### config.mk
export PLATFORM = sky130hd
export DESIGN_NAME = bolme_denetleyici
export DESIGN_NICKNAME = d
export VERILOG_FILES = /design/src/rtl/bolme_denetleyici_pkg.sv /design/src/rtl/bolme_hizli_yol.sv /design/src/rtl/bolme_denetleyici.sv
export SDC_FILE = /design/constraint.sdc
export NUM_CORES = 1
export LEC_CHECK = 0
export ABC_AREA = 1
export BUFFER_PORTS_ARGS = -buffer_cell sky130_fd_sc_hd__clkbuf_2
export CORE_ASPECT_RATIO = 1.2
export CORE_MARGIN = 2
export CORE_UTILIZATION = 50
export DETAILED_ROUTE_END_ITERATION = 10
export GPL_TIMING_DRIVEN = 0
export PLACE_DENSITY_LB_ADDON = 0.15
export SETUP_SLACK_MARGIN = 0.5
export SYNTH_ARGS = -nofsm -noshare
export SYNTH_HDL_FRONTEND = slang
export SYNTH_SLANG_ARGS = --single-unit
### constraint.sdc
create_clock -name clk_i -period 6.8 [get_ports clk_i]
set_clock_uncertainty 0.15 [all_clocks]
set_input_delay 0.68 -clock clk_i [delete_from_list [all_inputs] [get_ports clk_i]]
set_output_delay 0.68 -clock clk_i [all_outputs]
set_load 0.05 [all_outputs]
### src/rtl/bolme_denetleyici_pkg.sv
// Shared types and constants for the divide controller: operation codes,
// controller states and the latched request payload.
package bolme_denetleyici_pkg;

   localparam int unsigned VERI_W  = 32;
   localparam int unsigned ISLEM_W = 2;

   localparam logic [ISLEM_W-1:0] BOLME_DIVU = 2'b00;
   localparam logic [ISLEM_W-1:0] BOLME_REMU = 2'b01;
   localparam logic [ISLEM_W-1:0] BOLME_DIV  = 2'b10;
   localparam logic [ISLEM_W-1:0] BOLME_REM  = 2'b11;

   typedef enum logic [1:0] {
      DENETLEYICI_BOSTA   = 2'd0,
      DENETLEYICI_BOLUYOR = 2'd1,
      DENETLEYICI_SONUC   = 2'd2
   } durum_t;

   typedef struct packed {
      logic [ISLEM_W-1:0] islem;
      logic [VERI_W-1:0]  bolunen;
      logic [VERI_W-1:0]  bolen;
   } bolme_istek_t;

   // Signed operations carry a 1 in the upper opcode bit.
   function automatic logic isaretli(input logic [ISLEM_W-1:0] islem);
      return islem[1];
   endfunction

   // Remainder operations carry a 1 in the lower opcode bit.
   function automatic logic kalan_mi(input logic [ISLEM_W-1:0] islem);
      return islem[0];
   endfunction

endpackage

### src/rtl/bolme_hizli_yol.sv
// Fixed-result bypass for divide-by-zero and signed overflow; everything
// else is left to the iterative divider.
module bolme_hizli_yol
   import bolme_denetleyici_pkg::*;
(
   input  logic [ISLEM_W-1:0] islem,
   input  logic [VERI_W-1:0]  bolunen,
   input  logic [VERI_W-1:0]  bolen,
   output logic               hizli_gecerli,
   output logic [VERI_W-1:0]  hizli_sonuc
);

   localparam logic [VERI_W-1:0] EN_KUCUK = {1'b1, {(VERI_W-1){1'b0}}};

   always_comb begin
      hizli_gecerli = 1'b0;
      hizli_sonuc   = '0;
      if (bolen == '0) begin
         hizli_gecerli = 1'b1;
         hizli_sonuc   = kalan_mi(islem) ? bolunen : '1;
      end else if (isaretli(islem) && bolunen == EN_KUCUK && bolen == '1) begin
         hizli_gecerli = 1'b1;
         hizli_sonuc   = kalan_mi(islem) ? '0 : EN_KUCUK;
      end
   end

endmodule

### src/rtl/bolme_denetleyici.sv
// Execute-stage divide controller: accepts DIVU/REMU/DIV/REM requests,
// bypasses trivial cases, reuses the last result and sequences the divider.
module bolme_denetleyici
   import bolme_denetleyici_pkg::*;
#(
   parameter int unsigned ZAMAN_ASIMI    = 64,
   parameter int unsigned ONBELLEK_AKTIF = 1
) (
   input  logic               clk_i,
   input  logic               rst_i,
   input  logic               temizle_i,
   input  logic               istek_gecerli_i,
   output logic               istek_hazir_o,
   input  logic [ISLEM_W-1:0] islem_i,
   input  logic [VERI_W-1:0]  bolunen_i,
   input  logic [VERI_W-1:0]  bolen_i,
   output logic               sonuc_gecerli_o,
   input  logic               sonuc_hazir_i,
   output logic [VERI_W-1:0]  sonuc_o,
   output logic               hata_o,
   output logic               bolme_basla_o,
   output logic [ISLEM_W-1:0] bolme_islem_o,
   output logic [VERI_W-1:0]  bolme_bolunen_o,
   output logic [VERI_W-1:0]  bolme_bolen_o,
   input  logic [VERI_W-1:0]  bolme_sonuc_i,
   input  logic               bolme_bitti_i
);

   localparam int unsigned SAYAC_W = $clog2(ZAMAN_ASIMI + 1);

   durum_t              durum_q, durum_d;
   bolme_istek_t        istek_q, istek_d, gelen;
   logic [VERI_W-1:0]   sonuc_q, sonuc_d;
   logic                gecerli_q, gecerli_d;
   logic                basla_q, basla_d;
   logic                hata_q, hata_d;
   logic [SAYAC_W-1:0]  sayac_q, sayac_d;
   logic                onb_gecerli_q;
   bolme_istek_t        onb_istek_q;
   logic [VERI_W-1:0]   onb_sonuc_q;
   logic                onb_yaz;
   logic                kabul;
   logic                isabet;
   logic                hizli_gecerli;
   logic [VERI_W-1:0]   hizli_sonuc;

   assign gelen = '{islem: islem_i, bolunen: bolunen_i, bolen: bolen_i};

   bolme_hizli_yol u_hizli_yol (
      .islem         (islem_i),
      .bolunen       (bolunen_i),
      .bolen         (bolen_i),
      .hizli_gecerli (hizli_gecerli),
      .hizli_sonuc   (hizli_sonuc)
   );

   assign istek_hazir_o = (durum_q == DENETLEYICI_BOSTA) ||
                          (durum_q == DENETLEYICI_SONUC && sonuc_hazir_i);
   assign kabul  = istek_gecerli_i && istek_hazir_o && !temizle_i;
   assign isabet = (ONBELLEK_AKTIF != 0) && onb_gecerli_q && (onb_istek_q == gelen);

   // Next-state and registered-output logic; flush overrides everything.
   always_comb begin
      durum_d   = durum_q;
      istek_d   = istek_q;
      sonuc_d   = sonuc_q;
      gecerli_d = gecerli_q;
      basla_d   = basla_q;
      hata_d    = 1'b0;
      sayac_d   = sayac_q;
      onb_yaz   = 1'b0;
      if (temizle_i) begin
         durum_d   = DENETLEYICI_BOSTA;
         gecerli_d = 1'b0;
         basla_d   = 1'b0;
      end else begin
         case (durum_q)
            DENETLEYICI_BOSTA, DENETLEYICI_SONUC: begin
               if (durum_q == DENETLEYICI_SONUC && sonuc_hazir_i) begin
                  durum_d   = DENETLEYICI_BOSTA;
                  gecerli_d = 1'b0;
               end
               if (kabul) begin
                  istek_d = gelen;
                  sayac_d = '0;
                  if (hizli_gecerli) begin
                     sonuc_d   = hizli_sonuc;
                     gecerli_d = 1'b1;
                     durum_d   = DENETLEYICI_SONUC;
                  end else if (isabet) begin
                     sonuc_d   = onb_sonuc_q;
                     gecerli_d = 1'b1;
                     durum_d   = DENETLEYICI_SONUC;
                  end else begin
                     basla_d   = 1'b1;
                     gecerli_d = 1'b0;
                     durum_d   = DENETLEYICI_BOLUYOR;
                  end
               end
            end
            DENETLEYICI_BOLUYOR: begin
               if (basla_q && bolme_bitti_i) begin
                  sonuc_d   = bolme_sonuc_i;
                  onb_yaz   = 1'b1;
                  gecerli_d = 1'b1;
                  basla_d   = 1'b0;
                  durum_d   = DENETLEYICI_SONUC;
               end else if (sayac_q == SAYAC_W'(ZAMAN_ASIMI - 1)) begin
                  sonuc_d   = '0;
                  hata_d    = 1'b1;
                  gecerli_d = 1'b1;
                  basla_d   = 1'b0;
                  durum_d   = DENETLEYICI_SONUC;
               end else begin
                  sayac_d = sayac_q + SAYAC_W'(1);
               end
            end
            default: begin
               durum_d   = DENETLEYICI_BOSTA;
               gecerli_d = 1'b0;
               basla_d   = 1'b0;
            end
         endcase
      end
   end

   always_ff @(posedge clk_i or posedge rst_i) begin
      if (rst_i) begin
         durum_q   <= DENETLEYICI_BOSTA;
         istek_q   <= '0;
         sonuc_q   <= '0;
         gecerli_q <= 1'b0;
         basla_q   <= 1'b0;
         hata_q    <= 1'b0;
         sayac_q   <= '0;
      end else begin
         durum_q   <= durum_d;
         istek_q   <= istek_d;
         sonuc_q   <= sonuc_d;
         gecerli_q <= gecerli_d;
         basla_q   <= basla_d;
         hata_q    <= hata_d;
         sayac_q   <= sayac_d;
      end
   end

   // Last-result cache, written only on a genuine divider completion.
   always_ff @(posedge clk_i or posedge rst_i) begin
      if (rst_i) begin
         onb_gecerli_q <= 1'b0;
         onb_istek_q   <= '0;
         onb_sonuc_q   <= '0;
      end else if (onb_yaz) begin
         onb_gecerli_q <= 1'b1;
         onb_istek_q   <= istek_q;
         onb_sonuc_q   <= bolme_sonuc_i;
      end
   end

   assign sonuc_gecerli_o = gecerli_q;
   assign sonuc_o         = sonuc_q;
   assign hata_o          = hata_q;
   assign bolme_basla_o   = basla_q;
   assign bolme_islem_o   = istek_q.islem;
   assign bolme_bolunen_o = istek_q.bolunen;
   assign bolme_bolen_o   = istek_q.bolen;

endmodule

=== Word-level counts from Yosys, hierarchy flattened ===
Index checks and enable logic that the tools add are counted.

* Flip-flop bits (word level): 209
* Input port bits: 104

* Reduce and logical (&&, ||, !) cells: 18
* Equality and inequality tests: 16
* Bitwise operators: 1
* Add/subtract/negate cells: 1
* Muxes and demuxes: 46

{| class="wikitable"
|+ Operators with widths
! operator !! number
|-
| 32-bit 2-to-1 mux || 9
|-
| 66-bit == test || 1
|-
| 32-bit == test (second input constant) || 2
|-
| 32-bit case mux with 2 select lines || 1
|-
| 32-bit zero test || 1
|-
| 1-bit 2-to-1 mux || 22
|-
| 7-bit 2-to-1 mux || 3
|-
| 3-bit != test (second input constant) || 5
|-
| 2-bit 2-to-1 mux || 7
|-
| 7-bit case mux with 2 select lines || 1
|-
| 5-bit AND reduction || 2
|-
| 4-bit != test (second input constant) || 2
|-
| 7-bit by 1-bit adder with 7-bit output (second input constant) || 1
|-
| 7-bit by 6-bit == test with 1-bit output (second input constant) || 1
|-
| 1-bit logical AND || 7
|-
| 2-bit != test (second input constant) || 3
|-
| 1-bit case mux with 2 select lines || 2
|-
| 2-bit case mux with 2 select lines || 1
|-
| 4-bit AND reduction || 1
|-
| 3-bit AND reduction || 1
|-
| 2-bit by 1-bit == test with 1-bit output (second input constant) || 1
|-
| 2-bit == test (second input constant) || 1
|-
| 2-bit zero test || 1
|-
| 2-bit AND reduction || 1
|-
| 5 further kinds || 5
|}

=== Logic depth before layout (Yosys ltp) ===
* Word-level depth: 9
* Gate-level depth with buffers: 14
* Mapped depth without buffers: 13

=== Hierarchy ===
A second synthesis with hierarchy kept.

* Cells, all modules: 1355
* Area, all modules: 10385.0 um^2

{| class="wikitable"
|+ Modules (own cells, without submodules)
! module !! cells an instance !! times used !! area each (um^2)
|-
| bolme_denetleyici || 1203 || 1 || 9671.8
|-
| bolme_hizli_yol || 152 || 1 || 713.2
|}

=== Least setup slack after synthesis ===
OpenSTA, ideal clock, no wires.

* Path type: register to register
* From: reg durum_q[1]
* To: reg sonuc_q[0], in the netlist sonuc_o[0]
* Data required time: 6532 ps
* Setup slack: 4267 ps
* Library setup time: 118 ps
* Arrival time: 2265 ps
* Cell stages (with the launch flop): 10
* Path buffers: 1
* Cell sequence: dfrtp_1 > a21oi_2 > nand2_1 > nor2_4 > inv_2 > nand2_1 > nand3_4 > buf_6 > nand2_1 > nand2_1

* Cells in the longest elaborated chain, start to end: 7

{| class="wikitable"
|+ RTL lines
! what !! RTL line !! text
|-
| from (decl) || bolme_denetleyici.sv:31 || <nowiki>durum_t durum_q, durum_d;</nowiki>
|-
| from (signal assigned) || bolme_denetleyici.sv:137 || <nowiki>durum_q <= durum_d;</nowiki>
|-
| 2-bit == test || bolme_denetleyici.sv:58 || <nowiki>(durum_q == DENETLEYICI_SONUC && sonuc_hazir_i);</nowiki>
|-
| 1-bit logical AND || bolme_denetleyici.sv:58 ||
|-
| 1-bit logical OR * || bolme_denetleyici.sv:57 || <nowiki>assign istek_hazir_o = (durum_q == DENETLEYICI_BOSTA) ||</nowiki>
|-
| named net istek_hazir_o || bolme_denetleyici.sv:13 || <nowiki>output logic istek_hazir_o,</nowiki>
|-
| 1-bit logical AND * (2 in series) || bolme_denetleyici.sv:59 || <nowiki>assign kabul = istek_gecerli_i && istek_hazir_o && !temizle_i;</nowiki>
|-
| 2-bit != test (no source line) * || - ||
|-
| 5-bit AND reduction (no source line) * || - ||
|-
| to (signal assigned) || bolme_denetleyici.sv:139 || <nowiki>sonuc_q <= sonuc_d;</nowiki>
|-
| to (decl) || bolme_denetleyici.sv:33 || <nowiki>logic [VERI_W-1:0] sonuc_q, sonuc_d;</nowiki>
|}

The timed path passes the listed nets; every way through them passes the cells marked *.
A chain may end at the register's enable or synchronous reset.

=== Final worst setup path ===
* From: in bolen_i[4]
* To: reg sonuc_q[19], in the netlist sonuc_o[19]

* Cells in the longest elaborated chain, start to end: 7

{| class="wikitable"
|+ RTL lines
! what !! RTL line !! text
|-
| from (decl) || bolme_denetleyici.sv:16 || <nowiki>input logic [VERI_W-1:0] bolen_i,</nowiki>
|-
| 32-bit == test || bolme_hizli_yol.sv:21 || <nowiki>end else if (isaretli(islem) && bolunen == EN_KUCUK && bolen == '1) begin</nowiki>
|-
| 1-bit logical AND || bolme_hizli_yol.sv:21 ||
|-
| 32-bit 2-to-1 mux / 1-bit 2-to-1 mux (equally long branches) || bolme_hizli_yol.sv:21 ||
|-
| 32-bit 2-to-1 mux / 1-bit 2-to-1 mux (equally long branches) || bolme_hizli_yol.sv:18 || <nowiki>if (bolen == '0) begin</nowiki>
|-
| 32-bit 2-to-1 mux || bolme_denetleyici.sv:86 || <nowiki>if (hizli_gecerli) begin</nowiki>
|-
| 32-bit 2-to-1 mux || bolme_denetleyici.sv:83 || <nowiki>if (kabul) begin</nowiki>
|-
| 32-bit case mux with 2 select lines || bolme_denetleyici.sv:77 || <nowiki>case (durum_q)</nowiki>
|}

Several ways; a longest one is shown, not always the timed one. The select of a mux whose other input is x is not followed.

==> results.toml <==
[global_route]
grt_max_degree = 43
gr-total-overflow = 0
antenna_found_initial = 0
track_usage_pct = 26.4
grt_pass1_vias = 9126
grt_pass1_wl_um = 46400

[worst_setup_path]
critPathKind = "in2reg"
worstPathArrival_ns = 2.65
setup.worst_path.start_class = "input pin"
crit_path_top_delay_cell = "nor2_2"
crit_buf_inv = 4
path_cells = "clkbuf_2 -> nor2_1 -> nand2_1 -> nor2_1 -> nand2_1 -> nor2_2 -> inv_2 -> nand2_1 -> inv_2 -> nand3_2 -> nand3_4 -> buf_6 -> nand2_1 -> nand2_1"
crit_family = "simple AND/OR/NAND/NOR gates"
cpPeakStageDelay_ns = 0.32
end_kind = "register"
crit_top_cell = "nand2_1"
cp.required_ns = 7.04
ff2ff_path_depth = 9
cp_max_fo = 10
reg2reg_from = "durum_q[1]"
rrSetupSlack_ns = 4.40
reg2reg_to = "sonuc_o[19]"

[logic_synthesis]
netlist_instances = 1351
async_flop_share_pct = 100
seq_area_frac_synth_pct = 49.9
dominantRegCellSynth = "dfrtp_1"
netlist_area_um2 = 10400
ys_ff_latch = 208
synth-edff-count = 0
syn_nets = 1456
ys_warn_count = 0
ys_types = 36
syn-mean-instance-area_um2 = 7.72

[cts]
ctsResizeCount = 0
holdBufCountCts = 0
clockRootBuffer = "clkbuf_16"
cts_buffers = 22
tritoncts = "done"
post-cts-setup-buffers = 0
htree_levels = 1
path_clk_slew_ns = 0.06
cts.sinks = 208
clk_path_buf_depth = 3
clock_latency_ns = 0.50

[layout]
fin_nets = 1690
seq_area_um2 = 5200
antenna_cells = 0
drive_gt1_share_pct = 20.4
nFillCells = 1875
instances_no_fill = 1866
syn_to_final_growth_pct = 21.9
final_util_pct = 62.5
multi_input_area_um2 = 4310

[drt]
routed_wl_um = 28600
drt_pass1_iterations = 5
viasPerCell = 5.03
drt_iter0_markers = 575
wl_per_cell_um = 15.3
drc = 0
ant_nets = 0
vias = 9382

[place]
io_buffers = 205
dp_hpwl_um = 21600
place_inst = 1826
gp_congestion = 0.879

[floorplanning]
row_count = 57
fp.dieW_um = 136
die_area_um2 = 22000
start_util_pct = 51.3
fp.coreArea_um2 = 20300
boundaryPins = 206
die_h_um = 162

[sta]
setup-tns-final_ns = 0
period_share_pct = 35.5
period_minus_slack_ns = 2.42
slew_headroom_pct = 43.9
rsz0062_at_grt = "false"
fmax_mhz = 414
drv_slew = 0
max_slew.worst_pin.slew_ns = 0.840
setup_viol = 0
hold_violations = 0

[power]
ir_drop_uv = 274
power_leakage_uw = 0.00685
power.density_nw_per_um2 = 380

[hold_path]
min_path_type = "in2async"

[job]
drv_cap = 0

[outcome]
status = "finished clean"
layout make-up:
class,count,area share (%)
flip-flops and latches,208,41.0
inverters,165,4.90
well taps,265,2.61
plain buffers,62,2.32
repair buffers,210,8.86
multi-input cells,916,33.9
clock inverters,13,1.56
clock buffers,27,4.88
worst reg2reg max path, delay by kind of cell (launching register included):
family / cells / cell delay [ns]
flops: 1 / 0.49
simple gates: 6 / 1.13
buf+inv: 2 / 0.33
compound gates: 1 / 0.20
stage by stage:
stage	setup slack (ns)	instance area [um2]	power (uW)	hold WS (ns)
after global routing	4.22	12700	5120	0.248
final	4.38	12700	4820	0.180
after global placement	1.96	11800	3450	0.286
after floorplan	3.27	10400	3060	0.272
after detailed placement	3.88	11900	3500	0.292
after CTS	4.40	12700	4850	0.187
flip-flops by register name, indices dropped and copies added, names as in the netlist:
name             cells
bolme_basla_o        1
bolme_bolen_o       32
bolme_bolunen_o     32
bolme_islem_o        2
durum_q              2
hata_o               1
onb_gecerli_q        1
onb_istek_q         66
onb_sonuc_q         32
sayac_q              7
sonuc_o             32
layer usage:
metal | track usage (%) | part of all wire, % | vias to the layer above
met2 | 44.2 | 48 | 271
met4 | 7.05 | 2.1 | 0
li1 | - | - | 4708
met5 | 0 | 0 | -
met3 | 4.78 | 6.2 | 40
met1 | 35.6 | 43 | 4363
Yosys cell counts (4+ instances only):
| master | n | share of area [%] |
|---|---|---|
| inv_1 | 157 | 5.7 |
| nand4_1 | 35 | 2.1 |
| nor2_1 | 90 | 3.2 |
| a21oi_1 | 6 | 0.29 |
| nand3_1 | 51 | 2.4 |
| nor3_1 | 5 | 0.24 |
| xnor2_1 | 15 | 1.3 |
| inv_2 | 8 | 0.29 |
| buf_6 | 4 | 0.43 |
| clkbuf_1 | 31 | 1.1 |
| o21ai_0 | 177 | 8.5 |
| buf_2 | 23 | 1.1 |
| xor2_1 | 7 | 0.59 |
| mux2_1 | 8 | 0.86 |
| dfrtp_1 | 208 | 50 |
| mux2_2 | 23 | 2.5 |
| nand2_1 | 475 | 17 |
logic make-up (layout without fill, tap and decap cells):
kind of cell,count (synthesis),count (layout),synth area share (%)
AO/OA/AOI/OAI,189,189,9.35
AND/OR/NAND/NOR,673,673,26.7
multiplexers,31,31,3.35
flip-flops,208,208,49.9
XOR/XNOR,22,22,1.85
adder cells (fa/ha/maj),1,1,0.120
buffers and inverters,227,477,8.77
power by group:
part | internal, uW | total, uW | switching [uW]
clock network | 840 | 1340 | 504
logic | 471 | 1630 | 1160
registers | 1610 | 1850 | 233
cells in the final DEF (no fill, tap or decap), types with 2 or more instances in the layout:
cell type    n
clkbuf_2   205
clkbuf_16   23
mux2_2      23
xnor2_1     15
nor3_1       5
nor2_4       3
nand4_1     35
a21oi_1      6
buf_2       23
buf_1        3
or2_2        3
clkbuf_1    32
nand2_1    475
o21ai_0    177
clkbuf_8     3
xor2_1       7
mux2_1       8
nand3_2      2
nand2_2      3
inv_1      156
inv_2        8
nor2_1      90
buf_6        4
buf_12       5
dfrtp_1    208
nand3_1     51
clkinv_2     6
bufinv_16    5
worst max path at each step:
stage	from	end	slack, ns	depth (start not counted)
6_report	bolen_i[4]	sonuc_o[19]	4.38	14
2_1_floorplan	rst_i	bolme_basla_o	3.27	1
3_5_place_dp	bolen_i[4]	sonuc_o[19]	3.88	14
3_3_place_gp	rst_i	bolme_bolen_o[24]	1.96	2
4_1_cts	durum_q[1]	sonuc_o[19]	4.40	9
5_1_grt	bolen_i[4]	sonuc_o[19]	4.22	13
No activity file was read; power rests on OpenSTA's default activity.
